[src/rtl/alu_share_arbiter_if.sv]
`default_nettype none
// +--------------------------------------------------------------------------+
// | Interface   : alu_share_arbiter_if                                       |
// | Description : Request/response handshakes for two requesters plus the    |
// |               operand/result bus to the shared combinational ALU.        |
// |               slave  - arbiter view                                      |
// |               master - environment view (requesters and the ALU)         |
// | Signals     : req{0,1}_valid/ready/op/a/b  request channels              |
// |               rsp{0,1}_valid/ready/result/zero/err  response channels    |
// |               alu_ctl/alu_a/alu_b  to ALU, alu_out/alu_zero from ALU     |
// |               busy  arbiter not idle                                     |
// | Revision    : 1.0 - initial release                                      |
// +--------------------------------------------------------------------------+
interface alu_share_arbiter_if #(
   parameter int WIDTH = 32,
   parameter int CTL_W = 4
);
   logic             req0_valid, req0_ready;
   logic [CTL_W-1:0] req0_op;
   logic [WIDTH-1:0] req0_a, req0_b;
   logic             req1_valid, req1_ready;
   logic [CTL_W-1:0] req1_op;
   logic [WIDTH-1:0] req1_a, req1_b;

   logic             rsp0_valid, rsp0_ready, rsp0_zero, rsp0_err;
   logic [WIDTH-1:0] rsp0_result;
   logic             rsp1_valid, rsp1_ready, rsp1_zero, rsp1_err;
   logic [WIDTH-1:0] rsp1_result;

   logic [CTL_W-1:0] alu_ctl;
   logic [WIDTH-1:0] alu_a, alu_b, alu_out;
   logic             alu_zero;
   logic             busy;

   modport slave (
      input  req0_valid, req0_op, req0_a, req0_b,
      input  req1_valid, req1_op, req1_a, req1_b,
      output req0_ready, req1_ready,
      output rsp0_valid, rsp0_result, rsp0_zero, rsp0_err,
      output rsp1_valid, rsp1_result, rsp1_zero, rsp1_err,
      input  rsp0_ready, rsp1_ready,
      output alu_ctl, alu_a, alu_b,
      input  alu_out, alu_zero,
      output busy
   );

   modport master (
      output req0_valid, req0_op, req0_a, req0_b,
      output req1_valid, req1_op, req1_a, req1_b,
      input  req0_ready, req1_ready,
      input  rsp0_valid, rsp0_result, rsp0_zero, rsp0_err,
      input  rsp1_valid, rsp1_result, rsp1_zero, rsp1_err,
      output rsp0_ready, rsp1_ready,
      input  alu_ctl, alu_a, alu_b,
      output alu_out, alu_zero,
      input  busy
   );
endinterface
`default_nettype wire

[src/rtl/alu_share_arbiter.sv]
`default_nettype none
// +--------------------------------------------------------------------------+
// | Module      : alu_share_arbiter                                          |
// | Description : Round-robin sharing of one combinational ALU between two   |
// |               requesters. IDLE accepts one request, EXEC lets the ALU    |
// |               evaluate registered operands for one cycle, RESP holds the |
// |               captured result until the owner takes it.                  |
// | Ports       : clk    rising-edge clock                                   |
// |               rst_n  synchronous active-low reset                        |
// |               bus    alu_share_arbiter_if.slave (request, response and   |
// |                      ALU channels, busy)                                 |
// | Options     : ALU_ARB_OPCHECK_EN - reject undefined op codes with an     |
// |               error response instead of passing them to the ALU          |
// | Revision    : 1.0 - initial release                                      |
// +--------------------------------------------------------------------------+
module alu_share_arbiter #(
   parameter int WIDTH = 32,
   parameter int CTL_W = 4
) (
   input  logic               clk,
   input  logic               rst_n,
   alu_share_arbiter_if.slave bus
);
   typedef enum logic [1:0] {
      IDLE = 2'd0,
      EXEC = 2'd1,
      RESP = 2'd2
   } state_t;

   state_t           state, state_nxt;
   logic             owner;        // requester whose op is in flight
   logic             last_grant;   // requester served most recently
   logic [CTL_W-1:0] ctl_q;
   logic [WIDTH-1:0] a_q, b_q;
   logic [1:0]       rsp_valid, rsp_zero;
   logic [WIDTH-1:0] rsp_result [2];

   logic             any_valid, grant, accept, rsp_done, op_legal;
   logic [CTL_W-1:0] sel_op;
   logic [WIDTH-1:0] sel_a, sel_b;

   // On a tie the requester that was not served last wins.
   always_comb begin
      any_valid = bus.req0_valid | bus.req1_valid;
      grant     = (bus.req0_valid & bus.req1_valid) ? ~last_grant : bus.req1_valid;
      accept    = (state == IDLE) & any_valid;
      sel_op    = grant ? bus.req1_op : bus.req0_op;
      sel_a     = grant ? bus.req1_a  : bus.req0_a;
      sel_b     = grant ? bus.req1_b  : bus.req0_b;
      rsp_done  = (state == RESP) & (owner ? bus.rsp1_ready : bus.rsp0_ready);
   end

`ifdef ALU_ARB_OPCHECK_EN
   logic [1:0] rsp_err;

   always_comb begin
      op_legal = 1'b0;
      case (sel_op)
         CTL_W'(0), CTL_W'(1), CTL_W'(2),
         CTL_W'(6), CTL_W'(7), CTL_W'(12): op_legal = 1'b1;
         default:                          op_legal = 1'b0;
      endcase
   end
`else
   assign op_legal = 1'b1;
`endif

   always_comb begin
      state_nxt = state;
      case (state)
         IDLE:    if (accept) state_nxt = op_legal ? EXEC : RESP;
         EXEC:    state_nxt = RESP;
         RESP:    if (rsp_done) state_nxt = IDLE;
         default: state_nxt = IDLE;
      endcase
   end

   always_ff @(posedge clk) begin
      if (!rst_n) begin
         state         <= IDLE;
         owner         <= 1'b0;
         last_grant    <= 1'b1;
         ctl_q         <= '0;
         a_q           <= '0;
         b_q           <= '0;
         rsp_valid     <= '0;
         rsp_zero      <= '0;
         rsp_result[0] <= '0;
         rsp_result[1] <= '0;
`ifdef ALU_ARB_OPCHECK_EN
         rsp_err       <= '0;
`endif
      end else begin
         state <= state_nxt;
         case (state)
            IDLE: begin
               if (accept) begin
                  owner <= grant;
                  if (op_legal) begin
                     ctl_q <= sel_op;
                     a_q   <= sel_a;
                     b_q   <= sel_b;
                  end else begin
                     // Rejected op: answer straight away, ALU inputs untouched.
                     rsp_valid[grant]  <= 1'b1;
                     rsp_result[grant] <= '0;
                     rsp_zero[grant]   <= 1'b1;
`ifdef ALU_ARB_OPCHECK_EN
                     rsp_err[grant]    <= 1'b1;
`endif
                  end
               end
            end
            EXEC: begin
               rsp_valid[owner]  <= 1'b1;
               rsp_result[owner] <= bus.alu_out;
               rsp_zero[owner]   <= bus.alu_zero;
`ifdef ALU_ARB_OPCHECK_EN
               rsp_err[owner]    <= 1'b0;
`endif
            end
            RESP: begin
               if (rsp_done) begin
                  rsp_valid[owner] <= 1'b0;
                  last_grant       <= owner;
               end
            end
            default: ;
         endcase
      end
   end

   assign bus.req0_ready  = accept & ~grant;
   assign bus.req1_ready  = accept &  grant;
   assign bus.busy        = (state != IDLE);
   assign bus.alu_ctl     = ctl_q;
   assign bus.alu_a       = a_q;
   assign bus.alu_b       = b_q;
   assign bus.rsp0_valid  = rsp_valid[0];
   assign bus.rsp0_result = rsp_result[0];
   assign bus.rsp0_zero   = rsp_zero[0];
   assign bus.rsp1_valid  = rsp_valid[1];
   assign bus.rsp1_result = rsp_result[1];
   assign bus.rsp1_zero   = rsp_zero[1];
`ifdef ALU_ARB_OPCHECK_EN
   assign bus.rsp0_err    = rsp_err[0];
   assign bus.rsp1_err    = rsp_err[1];
`else
   assign bus.rsp0_err    = 1'b0;
   assign bus.rsp1_err    = 1'b0;
`endif
endmodule
`default_nettype wire
[src/flat_wrapper.sv]
// flat-port wrapper written by rule: the top's interface ports become plain ports
module alu_share_arbiter_flat 
#(
   parameter int WIDTH = 32,
   parameter int CTL_W = 4
)
  (clk, rst_n, bus_req0_valid, bus_req0_op, bus_req0_a, bus_req0_b, bus_req1_valid, bus_req1_op, bus_req1_a, bus_req1_b, bus_req0_ready, bus_req1_ready, bus_rsp0_valid, bus_rsp0_result, bus_rsp0_zero, bus_rsp0_err, bus_rsp1_valid, bus_rsp1_result, bus_rsp1_zero, bus_rsp1_err, bus_rsp0_ready, bus_rsp1_ready, bus_alu_ctl, bus_alu_a, bus_alu_b, bus_alu_out, bus_alu_zero, bus_busy);
  alu_share_arbiter_if #(.WIDTH(WIDTH), .CTL_W(CTL_W)) bus_i ();
  input  logic clk;
  input  logic rst_n;
  input wire logic [$bits(bus_i.req0_valid)-1:0] bus_req0_valid;
  input wire logic [$bits(bus_i.req0_op)-1:0] bus_req0_op;
  input wire logic [$bits(bus_i.req0_a)-1:0] bus_req0_a;
  input wire logic [$bits(bus_i.req0_b)-1:0] bus_req0_b;
  input wire logic [$bits(bus_i.req1_valid)-1:0] bus_req1_valid;
  input wire logic [$bits(bus_i.req1_op)-1:0] bus_req1_op;
  input wire logic [$bits(bus_i.req1_a)-1:0] bus_req1_a;
  input wire logic [$bits(bus_i.req1_b)-1:0] bus_req1_b;
  output wire logic [$bits(bus_i.req0_ready)-1:0] bus_req0_ready;
  output wire logic [$bits(bus_i.req1_ready)-1:0] bus_req1_ready;
  output wire logic [$bits(bus_i.rsp0_valid)-1:0] bus_rsp0_valid;
  output wire logic [$bits(bus_i.rsp0_result)-1:0] bus_rsp0_result;
  output wire logic [$bits(bus_i.rsp0_zero)-1:0] bus_rsp0_zero;
  output wire logic [$bits(bus_i.rsp0_err)-1:0] bus_rsp0_err;
  output wire logic [$bits(bus_i.rsp1_valid)-1:0] bus_rsp1_valid;
  output wire logic [$bits(bus_i.rsp1_result)-1:0] bus_rsp1_result;
  output wire logic [$bits(bus_i.rsp1_zero)-1:0] bus_rsp1_zero;
  output wire logic [$bits(bus_i.rsp1_err)-1:0] bus_rsp1_err;
  input wire logic [$bits(bus_i.rsp0_ready)-1:0] bus_rsp0_ready;
  input wire logic [$bits(bus_i.rsp1_ready)-1:0] bus_rsp1_ready;
  output wire logic [$bits(bus_i.alu_ctl)-1:0] bus_alu_ctl;
  output wire logic [$bits(bus_i.alu_a)-1:0] bus_alu_a;
  output wire logic [$bits(bus_i.alu_b)-1:0] bus_alu_b;
  input wire logic [$bits(bus_i.alu_out)-1:0] bus_alu_out;
  input wire logic [$bits(bus_i.alu_zero)-1:0] bus_alu_zero;
  output wire logic [$bits(bus_i.busy)-1:0] bus_busy;
  assign bus_i.req0_valid = bus_req0_valid;
  assign bus_i.req0_op = bus_req0_op;
  assign bus_i.req0_a = bus_req0_a;
  assign bus_i.req0_b = bus_req0_b;
  assign bus_i.req1_valid = bus_req1_valid;
  assign bus_i.req1_op = bus_req1_op;
  assign bus_i.req1_a = bus_req1_a;
  assign bus_i.req1_b = bus_req1_b;
  assign bus_req0_ready = bus_i.req0_ready;
  assign bus_req1_ready = bus_i.req1_ready;
  assign bus_rsp0_valid = bus_i.rsp0_valid;
  assign bus_rsp0_result = bus_i.rsp0_result;
  assign bus_rsp0_zero = bus_i.rsp0_zero;
  assign bus_rsp0_err = bus_i.rsp0_err;
  assign bus_rsp1_valid = bus_i.rsp1_valid;
  assign bus_rsp1_result = bus_i.rsp1_result;
  assign bus_rsp1_zero = bus_i.rsp1_zero;
  assign bus_rsp1_err = bus_i.rsp1_err;
  assign bus_i.rsp0_ready = bus_rsp0_ready;
  assign bus_i.rsp1_ready = bus_rsp1_ready;
  assign bus_alu_ctl = bus_i.alu_ctl;
  assign bus_alu_a = bus_i.alu_a;
  assign bus_alu_b = bus_i.alu_b;
  assign bus_i.alu_out = bus_alu_out;
  assign bus_i.alu_zero = bus_alu_zero;
  assign bus_busy = bus_i.busy;
  alu_share_arbiter #(.WIDTH(WIDTH), .CTL_W(CTL_W)) u_core (.clk(clk), .rst_n(rst_n), .bus(bus_i));
endmodule
[config.mk]
export PLATFORM = sky130hd
export DESIGN_NAME = alu_share_arbiter_flat
export DESIGN_NICKNAME = d
export VERILOG_FILES = /design/src/rtl/alu_share_arbiter_if.sv /design/src/rtl/alu_share_arbiter.sv /design/src/flat_wrapper.sv
export SDC_FILE = /design/constraint.sdc
export NUM_CORES = 1
export LEC_CHECK = 0
export ABC_AREA = 1
export CORE_MARGIN = 1
export CORE_UTILIZATION = 35
export CTS_BUF_LIST = sky130_fd_sc_hd__clkbuf_2
export CTS_CLUSTER_DIAMETER = 60
export DETAILED_ROUTE_END_ITERATION = 10
export GPL_TIMING_DRIVEN = 0
export PLACE_DENSITY = 0.73
export RECOVER_POWER = 50
export SLEW_MARGIN = 20
export SYNTH_ARGS = -nofsm -noshare
export SYNTH_HDL_FRONTEND = slang
export SYNTH_SLANG_ARGS = --single-unit
export TNS_END_PERCENT = 10
[constraint.sdc]
create_clock -name clk -period 2.3 [get_ports clk]
set_input_delay 0.23 -clock clk [delete_from_list [all_inputs] [get_ports clk]]
set_output_delay 0.23 -clock clk [all_outputs]
set_load 0.01 [all_outputs]
==> metrics.md <==
| Metric | Value |
|---|---|
| Most frequent cells in the layout | nand2_1 (281), clkdlybuf4s50_1 (279), dfxtp_1 (75) |
| Via count | 5,985 |
| Post-synth cell types | 19 |
| Site Rows | 47 |
| Leak | 4.13 nW |
| Critical setup path kind | flop to flop |
| Fin. max-slew vios | 0 |
| Die span in y | 132 um |
| Routed Antenna Nets | 0 |
| Worst-Skew Late Latency | 0.68 ns |
| CTS Sinks | 140 |
| Synth top area cells | edfxtp_1 (32%), dfxtp_1 (26%), nand2_1 (18%) |
| Synth Cell Area | 5950 um^2 |
| Cells after Synth | 737 |
| Cell Count Post-Placement | 1,270 |
| Area Overhead vs Synth | 62.4% |
| Layout cells sized above 1 | 5.73% |
| PortBufs | 312 |
| Die W | 132 um |
| Status | finished, final reports clean |
| Hold Buf Count CTS | 0 |
| Unrepaired setup endpoints after global routing | false |
| Vias/cell | 4.59 |
| Worst-path clk slew | 0.23 ns |
| CTS tree | yes |
| CP Launch Type | flop |
| Initial antenna violation count | 1 |
| H-tree Lvls | 4 |
| Hold_ws | 0.102 ns |
| Core area | 16,600 um^2 |
| Clk root buf | clkbuf_2 |
| Crit path time final | 2.13 ns |
| Tcrit/Tclk final | 92.4% |
| Final Hold Fails | 0 |
| DRC Markers | 0 |
| VDD IR-drop max | 0.000412 V |
| Least-Margin Pin Slew | 0.534 ns |
| CTS buffer count | 17 |
| Hold Path Class | input pin to flop |
| Die area | 17,500 um^2 |
| Critical Path RT | 2.64 ns |
| Fmax | 470 MHz |
| Overflow after GRT | 0 |
| Area leader, netlist | edfxtp_1 |
| Top-Level Pins | 316 |
| Clock Skews | 0.0262 ns |
| Power per cell area | 612 nW/um^2 |
| Gr usage total | 22.0% |
| Largest net degree at the start of global routing | 33 |
| Slew margin rel. | 64.4% |
| Max Cap Violations | 0 |
| Final wirelength | 19,100 um |
| Critical Path End Type | flop |
| Register area share after synthesis | 57.9% |
| Vias in the first global route | 5,891 |
| Crit path DAT | 2.47 ns |
| DR WL/cell | 14.6 um |
| Most common cell after layout, fill and taps aside | nand2_1 |
| Synth Area per Inst | 8.07 um^2 |
| CP max FO | 32 |
| Drt first pass iters | 5 |
| Top-area cell type share of the netlist area | 32.3% |
| Yosys warns | 0 |
| Post-Layout Cell Count | 1,303 |
| Final net count | 1,244 |
| 1st-iter DRT viols | 255 |
| Initial Utilization | 35.9% |
| RePlAce Congestion | 0.844 |
| Seq cells post-synth | 140 |
| Final setup violation count | 0 |
| Longest Clk Path Bufs | 2 |
| First-pass GRT wire length | 29,800 um |
| Hpwl dp | 14,600 um |
-- cell families after synthesis --
logic type,after synthesis,share of synthesized area (%)
flip-flops,140,57.9
other,1,0.0630
AND/OR/NAND/NOR,431,28.9
buffers and inverters,91,6.77
AO/OA/AOI/OAI,74,6.41
-- cell type report --
| type | instances | area, um^2 |
|---|---|---|
| Multi-Input combinational cell | 507 | 2150 |
| Inverter | 39 | 146 |
| Fill cell | 1553 | 6920 |
| Clock buffer | 18 | 90.1 |
| Buffer | 49 | 225 |
| Clock inverter | 14 | 183 |
| Antenna cell | 1 | 2.50 |
| Sequential cell | 140 | 3440 |
| Tap cell | 220 | 275 |
| Timing Repair Buffer | 315 | 3150 |
-- synth_stat cells --
library cell	n
a21oi_1	70
buf_1	5
buf_2	19
buf_4	8
buf_6	1
clkbuf_1	19
conb_1	1
dfxtp_1	76
edfxtp_1	64
inv_1	37
inv_2	2
nand2_1	283
nand2_2	2
nand3_1	73
nand4_1	1
nor2_1	71
nor2_2	1
o21ai_0	3
o21ai_4	1
-- what timing repair did --
| action | in CTS | in global routing |
|---|---|---|
| pin swaps | 2 | 0 |
| resized for setup | 10 | 4 |
| setup endpoints to repair | 45 | 2 |
| buffers inserted | 3 | 0 |
-- registers in the layout (all words and copies together), names as in the netlist, named ones only --
register            count
u_core.rsp_result      64
u_core.bus.alu_a       32
u_core.bus.alu_b       32
u_core.bus.alu_ctl      4
u_core.rsp_zero         2
u_core.state            2
u_core.last_grant       1
u_core.owner            1
-- worst max-delay path, cell delays in order (launching register included) --
cell and delay [ns]:
dfxtp_1 0.42, inv_1 0.08, nand2_1 0.08, nor2_1 0.04, nand2_1 0.27, clkbuf_1 0.47, nand2_4 0.41
-- metrics by stage --
| step | worst slack [ns] | instance area (um^2) | util [%] | TNS [ns] | power [mW] |
|---|---|---|---|---|---|
| 6_report | 0.174 | 9670 | 58.3 | 0 | 5.92 |
| 5_1_grt | 0.0107 | 9670 | 58.3 | 0 | 6.22 |
| 4_1_cts | -0.0106 | 9670 | 58.3 | -0.0106 | 6.01 |
| 3_5_place_dp | -0.393 | 9360 | 56.4 | -21.38 | 4.38 |
| 3_3_place_gp | -0.855 | 9350 | 56.4 | -49.33 | 4.37 |
| 2_1_floorplan | 0.262 | 5950 | - | 0 | 3.53 |
-- path summary, 6_finish.rpt --
check / start / end / slack [ns] / cells after the start
max: u_core.state[1] / u_core.rsp_result[0][21] / 0.17 / 6
min: bus_alu_zero / u_core.rsp_zero[0] / 0.10 / 3
max reg2reg: u_core.state[1] / u_core.rsp_result[0][21] / 0.17 / 6
min reg2reg: u_core.bus.alu_a[31] / u_core.bus.alu_a[31] / 0.48 / 2
-- per-layer routing --
metal	up-vias	routed length [um]	track usage, %
li1	3031	-	-
met1	2681	7200	23.8
met2	252	9570	38.4
met3	21	1930	8.38
met4	0	362	9.26
met5	-	0	0
-- where the power goes --
group	leakage (nW)	switching, mW	internal, mW	total [mW]
registers	1.29	0.0844	2.80	2.89
logic	2.68	0.680	0.742	1.42
clock network	0.158	0.971	0.637	1.61
(Power assumes the default switching activity.)
